## config.mk

```make
export PLATFORM = sky130hd
export DESIGN_NAME = f_recode
export DESIGN_NICKNAME = d
export VERILOG_FILES = /design/src/rtl/f_recode.sv
export SDC_FILE = /design/constraint.sdc
export NUM_CORES = 1
export LEC_CHECK = 0
export ABC_AREA = 1
export BUFFER_PORTS_ARGS = -buffer_cell sky130_fd_sc_hd__buf_2
export CORE_UTILIZATION = 60
export DETAILED_ROUTE_END_ITERATION = 12
export PLACE_DENSITY = 0.83
export SETUP_SLACK_MARGIN = 0.4
export SKIP_CTS_REPAIR_TIMING = 1
export SLEW_MARGIN = 15
export SYNTH_ARGS = -nofsm -noshare
export SYNTH_HDL_FRONTEND = slang
export SYNTH_SLANG_ARGS = --single-unit
```

## constraint.sdc

```tcl
create_clock -name clk -period 7.7 [get_ports clk]
set_clock_uncertainty 0.05 [all_clocks]
set_input_delay 0.77 -clock clk [delete_from_list [all_inputs] [get_ports clk]]
set_output_delay 0.77 -clock clk [all_outputs]
set_load 0.02 [all_outputs]
```

## src/rtl/f_recode.sv

```systemverilog
// rtl/f_recode.sv - two-stage IEEE-754 fp32/fp64 to recoded-format converter
// Optional RISC-V fclass vector on class_out when F_RECODE_CLASS_EN is defined.
module f_recode (
    input  logic        clk,
    input  logic        rst_l,
    input  logic        in_valid,
    output logic        in_ready,
    input  logic        in_fp64,
    input  logic [63:0] in_data,
    input  logic        flush,
    output logic        out_valid,
    input  logic        out_ready,
    output logic [64:0] rec_fn,
    output logic [9:0]  class_out
);
    logic        r_s1_valid;
    logic        r_out_valid;
    logic        r_sign;
    logic [10:0] r_exp;
    logic [51:0] r_fract;
    logic        r_fp64;
    logic        r_zexp;
    logic        r_zfract;
    logic [5:0]  r_norm_dist;
    logic [64:0] r_rec_fn;

    logic        w_sign;
    logic [10:0] w_exp;
    logic [51:0] w_fract;
    logic [51:0] w_lzc_src;
    logic [5:0]  w_norm_dist;
    logic        w_in_accept;
    logic        w_s2_load;

    assign w_sign  = in_fp64 ? in_data[63] : in_data[31];
    assign w_exp   = in_fp64 ? in_data[62:52] : {3'b000, in_data[30:23]};
    assign w_fract = in_fp64 ? in_data[51:0] : {29'b0, in_data[22:0]};
    // fp32 fract is left-aligned with a sentinel one so an all-zero field counts exactly 23
    assign w_lzc_src = in_fp64 ? in_data[51:0] : {in_data[22:0], 1'b1, 28'b0};

    always_comb begin
        w_norm_dist = 6'd52;
        for (int i = 0; i < 52; i++) begin
            if (w_lzc_src[i]) w_norm_dist = 6'(51 - i);
        end
    end

    assign in_ready    = !r_s1_valid || !r_out_valid || out_ready;
    assign w_in_accept = in_valid && in_ready;
    assign w_s2_load   = r_s1_valid && (!r_out_valid || out_ready);

    // Stage 2 combinational recode from the stage 1 fields
    logic        w_is_zero;
    logic [11:0] w_adj64_base;
    logic [11:0] w_adj64;
    logic [11:0] w_exp64;
    logic [51:0] w_fract64;
    logic [8:0]  w_adj32_base;
    logic [8:0]  w_adj32;
    logic [8:0]  w_exp32;
    logic [22:0] w_fract32;
    logic [64:0] w_rec;

    assign w_is_zero    = r_zexp && r_zfract;
    assign w_adj64_base = r_zexp ? ~{6'b0, r_norm_dist} : {1'b0, r_exp};
    assign w_adj64      = w_adj64_base + (12'h400 | (r_zexp ? 12'd2 : 12'd1));
    assign w_exp64[11:9] = (&w_adj64[11:10]) ? {2'b11, !r_zfract} :
                           w_is_zero ? 3'b000 : w_adj64[11:9];
    assign w_exp64[8:0]  = w_adj64[8:0];
    assign w_fract64    = r_zexp ? ({r_fract[50:0], 1'b0} << r_norm_dist) : r_fract;

    assign w_adj32_base = r_zexp ? ~{3'b0, r_norm_dist} : {1'b0, r_exp[7:0]};
    assign w_adj32      = w_adj32_base + (9'h080 | (r_zexp ? 9'd2 : 9'd1));
    assign w_exp32[8:6] = (&w_adj32[8:7]) ? {2'b11, !r_zfract} :
                          w_is_zero ? 3'b000 : w_adj32[8:6];
    assign w_exp32[5:0] = w_adj32[5:0];
    assign w_fract32    = r_zexp ? ({r_fract[21:0], 1'b0} << r_norm_dist) : r_fract[22:0];

    assign w_rec = r_fp64 ? {r_sign, w_exp64, w_fract64}
                          : {32'b0, r_sign, w_exp32, w_fract32};

    always_ff @(posedge clk or negedge rst_l) begin
        if (!rst_l) begin
            r_s1_valid  <= 1'b0;
            r_out_valid <= 1'b0;
            r_sign      <= 1'b0;
            r_exp       <= '0;
            r_fract     <= '0;
            r_fp64      <= 1'b0;
            r_zexp      <= 1'b0;
            r_zfract    <= 1'b0;
            r_norm_dist <= '0;
            r_rec_fn    <= '0;
        end else begin
            if (flush) begin
                r_s1_valid  <= 1'b0;
                r_out_valid <= 1'b0;
            end else begin
                if (w_in_accept)    r_s1_valid <= 1'b1;
                else if (w_s2_load) r_s1_valid <= 1'b0;
                if (!r_out_valid || out_ready) r_out_valid <= r_s1_valid;
            end
            if (w_in_accept) begin
                r_sign      <= w_sign;
                r_exp       <= w_exp;
                r_fract     <= w_fract;
                r_fp64      <= in_fp64;
                r_zexp      <= (w_exp == 11'd0);
                r_zfract    <= (w_fract == 52'd0);
                r_norm_dist <= w_norm_dist;
            end
            if (w_s2_load) r_rec_fn <= w_rec;
        end
    end

    assign out_valid = r_out_valid;
    assign rec_fn    = r_rec_fn;

`ifdef F_RECODE_CLASS_EN
    logic       w_exp_ones;
    logic       w_fract_msb;
    logic       w_is_inf;
    logic       w_is_nan;
    logic       w_is_sub;
    logic       w_is_norm;
    logic [9:0] w_class;
    logic [9:0] r_class;

    assign w_exp_ones  = r_fp64 ? (&r_exp) : (&r_exp[7:0]);
    assign w_fract_msb = r_fp64 ? r_fract[51] : r_fract[22];
    assign w_is_inf    = w_exp_ones && r_zfract;
    assign w_is_nan    = w_exp_ones && !r_zfract;
    assign w_is_sub    = r_zexp && !r_zfract;
    assign w_is_norm   = !r_zexp && !w_exp_ones;
    assign w_class = {w_is_nan && w_fract_msb, w_is_nan && !w_fract_msb,
                      w_is_inf && !r_sign, w_is_norm && !r_sign,
                      w_is_sub && !r_sign, w_is_zero && !r_sign,
                      w_is_zero && r_sign, w_is_sub && r_sign,
                      w_is_norm && r_sign, w_is_inf && r_sign};

    always_ff @(posedge clk or negedge rst_l) begin
        if (!rst_l)         r_class <= '0;
        else if (w_s2_load) r_class <= w_class;
    end

    assign class_out = r_class;
`else
    assign class_out = 10'h000;
`endif
endmodule

```

== Word level (Yosys, flattened, before mapping) ==
Cells that the tools add are included.
Storage, ports and cells
  register bits after elaboration: 140
  latch bits: 0
  bits in writable memories: 0
  memory bits (read-only): 0
  input bits: 70
  output and inout bits: 77
  word-level logic and storage cells: 103
  memories: 0
Cells by class
  $add $sub $neg: 2
  multipliers: 0
  div/mod/pow operators: 0
  $lt $le $gt $ge: 0
  equal/unequal tests: 0
  shift-type cells: 2
  mux-type cells: 72
  bitwise operators: 2
  reduce and logical (&&, ||, !) cells: 15
Operators with widths (count)
  two-way mux 6 bit: 48
  two-way mux 52 bit: 3
  two-way mux 65 bit: 1
  zero test 52 bit: 1
  << shifter 52 x 6 -> 52 bit: 1
  two-way mux 3 bit: 8
  two-way mux 23 bit: 1
  << shifter 23 x 6 -> 23 bit: 1
  adder 12 x 11 -> 12 bit: 1
  two-way mux 12 bit: 1
  inverter 6 -> 12 bit: 1
  zero test 11 bit: 1
  two-way mux 11 bit: 1
  adder 9 x 8 -> 9 bit: 1
  two-way mux 9 bit: 1
  inverter 6 -> 9 bit: 1
  two-way mux 1 bit: 6
  two-way mux 2 bit: 2
  AND reduction 2 bit: 2
  logical AND 1 bit: 3
  zero test 1 bit: 3
  logical OR 1 bit: 3
  nonzero test 3 bit: 1
  nonzero test 2 bit: 1

== Depth between registers and ports, before layout ==
  depth after elaboration: 53
  depth in mapped cells: 53
  depth with buffers taken out: 53

== Least setup slack after synthesis ==
No wires, ideal clock.
  path kind: in2reg
  start: in in_fp64
  end: reg r_zexp
  setup time: 0.101 ns
  data arrival time: 3.021 ns
  data required time: 7.549 ns
  slack: 4.528 ns
  stages on the path: 11
  buffers on the path: 8
  path through: buf_4 > buf_8 > buf_6 > clkbuf_1 > clkbuf_1 > buf_2 > buf_2 > buf_1 > mux2i_1 > nand4_1 > o32ai_1
Between the ends
  longest elaborated chain between the ends: 2
RTL lines
  from (decl): RTL line 8  | input logic in_fp64,
  two-way mux 11 bit: RTL line 36  | assign w_exp = in_fp64 ? in_data[62:52] : {3'b000, in_data[30:23]};
  zero test 11 bit: RTL line 108  | r_zexp <= (w_exp == 11'd0);
  to (signal assigned): RTL line 108
  to (decl): RTL line 22  | logic r_zexp;
No other way between the ends.
A chain may end at the register's enable or synchronous reset.

== Worst setup path in the final report ==
  start: in in_fp64
  end: reg r_norm_dist[0]
Between the ends
  longest elaborated chain between the ends: 53
RTL lines
  two-way mux 52 bit *: RTL line 39  | assign w_lzc_src = in_fp64 ? in_data[51:0] : {in_data[22:0], 1'b1, 28'b0};
  two-way mux 3 bit (4 in series): RTL line 44  | if (w_lzc_src[i]) w_norm_dist = 6'(51 - i);
  two-way mux 6 bit (47 in series): RTL line 44
  two-way mux 6 bit *: RTL line 44
  to (signal assigned): RTL line 110  | r_norm_dist <= w_norm_dist;
  to (decl): RTL line 24  | logic [5:0] r_norm_dist;
Mark *: on every way between the ends. The rest lies on a longest branch, timed or not.

==> metrics.yaml <==
power:
  p_int_mw: 1.59
  p_clk_frac: 0.350
  switchingPower_mw: 0.961
  peakVddDrop_mv: 0.161
  p_seq_frac: 0.355
  sw_frac_of_total: 0.377
  comb_power_share: 0.295
  power.density_mw_per_mm2: 230
  power.total_mw: 2.55
  p_leak_nw: 5.60
floorplan:
  die_y_um: 130
  start_util: 0.618
  core_area_mm2: 0.0159
  die-area_mm2: 0.0169
  num_rows: 46
  io_pins: 147
  die_width_um: 130
critical_path:
  path_common_cell: "nand2_1"
  arrival_ps: 4110
  critPathLaunchType: "input pin"
  startpoint: "in_fp64"
  worstSetupEndpointType: "flip-flop"
  crit_fanout: 83
  required_ps: 8010
  crit_type: "in2reg"
  r2r-start: "r_norm_dist[1]$_DFFE_PN0P_"
  cpPeakStageDelay_ps: 650
  cp_slowest_cell: "buf_4"
synthesis:
  syn_avg_cell_area_um2: 6.64
  ys_ff_latch: 140
  yosysWarnings: 0
  synth_enable_flop_cells: 0
  yosysUniqueCellTypes: 53
  synth_seq_area_share: 0.355
  ys.flop_type: "dfrtp_1"
  synth.top_cell.area_share: 0.355
  yosys.area.top_type: "dfrtp_1"
  async_flop_share: 1.00
  synthCells: 1485
  ys_top_cells_by_area: "dfrtp_1 36%, nand2_1 19%, o21ai_0 14%"
  syn_area_mm2: 0.00986
timing:
  finalCritPeriodShare: 0.493
  slew_violations: 0
  worst_pin_slew_ps: 1000
  max_freq_mhz: 263
  min_period_ps: 3800
  max-slew-margin-rel: 0.331
  finalSetupTns_ps: 0
  setup_viol: 0
  rsz0062_at_grt: "no"
  hold_violations: 0
clock_tree:
  cts_root_buffer: "clkbuf_16"
  cts_sinks: 140
  clk_latency_ps: 440
  clkTransAtPathRegs_ps: 70
  cts_tree: "yes"
  numCtsBuffers: 17
  htreeDepth: 4
  clk_path_buf_depth: 2
final_layout:
  final_cells: 1783
  drive_gt1_frac: 0.133
  stdcell_area_mm2: 0.0111
  syn_to_final_growth_pct: 12.6
  nets: 1625
  nFillCells: 1405
  num_antenna_cells: 0
detailed_routing:
  drt_first_iter_violations: 1442
  drt_pass1_iterations: 6
  vias: 10904
  avgRoutedWirePerCell_um: 19.6
  wl_um: 34900
  ant_nets: 0
  via_per_inst: 6.12
  drc: 0
global_route:
  grt_pass1_wl_um: 53500
  grt_usage: 0.425
  antenna_found_initial: 1
  overflow: 0
  first_global_vias: 9682
  grt_max_degree: 122
job:
  drv_cap: 0
placement:
  gp_congestion: 1.03
  hpwl_um: 25700
  place_inst: 1751
  port_buffers: 136
  placed_area_mm2: 0.0105
min_path:
  worstHoldPathType: "in2async"
status:
  outcome: "finished, final reports clean"
state kept, by name (all words and copies together) (netlist names):
signal	count
r_zfract	1
r_s1_valid	1
r_norm_dist	6
r_exp	11
r_fract	52
out_valid	1
r_zexp	1
rec_fn	65
r_sign	1
r_fp64	1
kinds of logic (layout without fill, tap and decap cells):
family,after synthesis,after routing,share of synthesized area
AO/OA/AOI/OAI,398,398,0.226
XOR/XNOR,6,6,0.00533
adder cells (fa/ha/maj),1,1,0.00127
buffers and inverters,212,285,0.0927
flip-flops,140,140,0.355
multiplexers,35,35,0.0357
other,1,10,0.000380
AND/OR/NAND/NOR,692,692,0.283
Yosys cell counts (2+ instances only):
cell type    n
a31oi_1      6
xor2_1       6
a22o_1      17
o22ai_1      6
a211oi_1     2
buf_2        2
or2_2        9
clkbuf_1    74
a221oi_1     5
nand2_1    510
nand4_1     12
dfrtp_1    140
nor3_1       7
a21oi_1     46
o211ai_1    11
inv_1       89
nor2_1      73
o221ai_1     5
a21o_1       2
o21ai_1      7
buf_1       19
a32o_1       6
clkinv_1     2
nor4_1       8
o21ai_0    268
nand2_4      2
a22oi_1      2
o31ai_1      4
bufinv_8     2
mux2i_1     34
inv_2        8
clkbuf_8     2
a311oi_1     2
buf_4       11
nand3_1     68
worst max-delay path: cells and delay by family:
kind / cells / cell delay (ps)
and+or+nand+nor: 48 / 2590
buffers and inverters: 2 / 740
layer usage:
layer	GRT usage	vias to the layer above	wire, um
met5	0	-	0
met4	0.222	0	1760
met3	0.102	121	4020
met2	0.639	705	15100
met1	0.567	4996	14000
li1	-	5082	-
power groups by stage:
stage | clock network (mW) | registers (mW) | logic, mW
finish | 0.894 | 0.905 | 0.752
global route | 0.925 | 0.911 | 0.828
global placement | 0 | 0.909 | 0.719
CTS | 0.893 | 0.898 | 0.735
floorplan | 0 | 0.942 | 0.436
detailed placement | 0 | 0.911 | 0.729
cell usage in the layout (no fill, tap or decap), types with 5 or more instances in the layout:
master and instances:
nand2_1 509, o21ai_0 268, dfrtp_1 140, buf_2 135, inv_1 89, nor2_1 73
nand3_1 68, a21oi_1 46, mux2i_1 34, a22o_1 17, clkbuf_16 17, buf_4 16
nand4_1 12, o211ai_1 11, conb_1 10, inv_2 9, or2_2 9, nor4_1 8
nor3_1 7, o21ai_1 7, a31oi_1 6, a32o_1 6, o22ai_1 6, xor2_1 6
a221oi_1 5, o221ai_1 5
cell type report:
cell class	count	area, um^2	share of cell area
Multi-Input combinational cell	1142	5480	0.494
Sequential cell	140	3500	0.316
Timing Repair Buffer	152	807	0.0727
Clock buffer	20	457	0.0411
Inverter	101	407	0.0366
Tap cell	216	270	0.0243
Clock inverter	12	174	0.0157
through the flow:
step                hold slack, ps   util  worst slack [ps]
finish                         253  0.696              3900
global route                   301  0.696              3380
CTS                            271  0.696              3940
detailed placement             412  0.657              3530
global placement               410  0.657              3580
floorplan                      398      -              4530
path summary, 6_finish.rpt:
kind	to	slack (ps)	cells past startpoint
min	rec_fn[49]$_DFFE_PN0P_	250	1
max in group asynchronous	r_fract[26]$_DFFE_PN0P_	5930	2
max reg2reg	rec_fn[44]$_DFFE_PN0P_	4250	11
max	r_norm_dist[0]$_DFFE_PN0P_	3900	50
min reg2reg	rec_fn[26]$_DFFE_PN0P_	430	1
min in group clk	rec_fn[26]$_DFFE_PN0P_	430	1
Power figures use the tool's default switching activity.
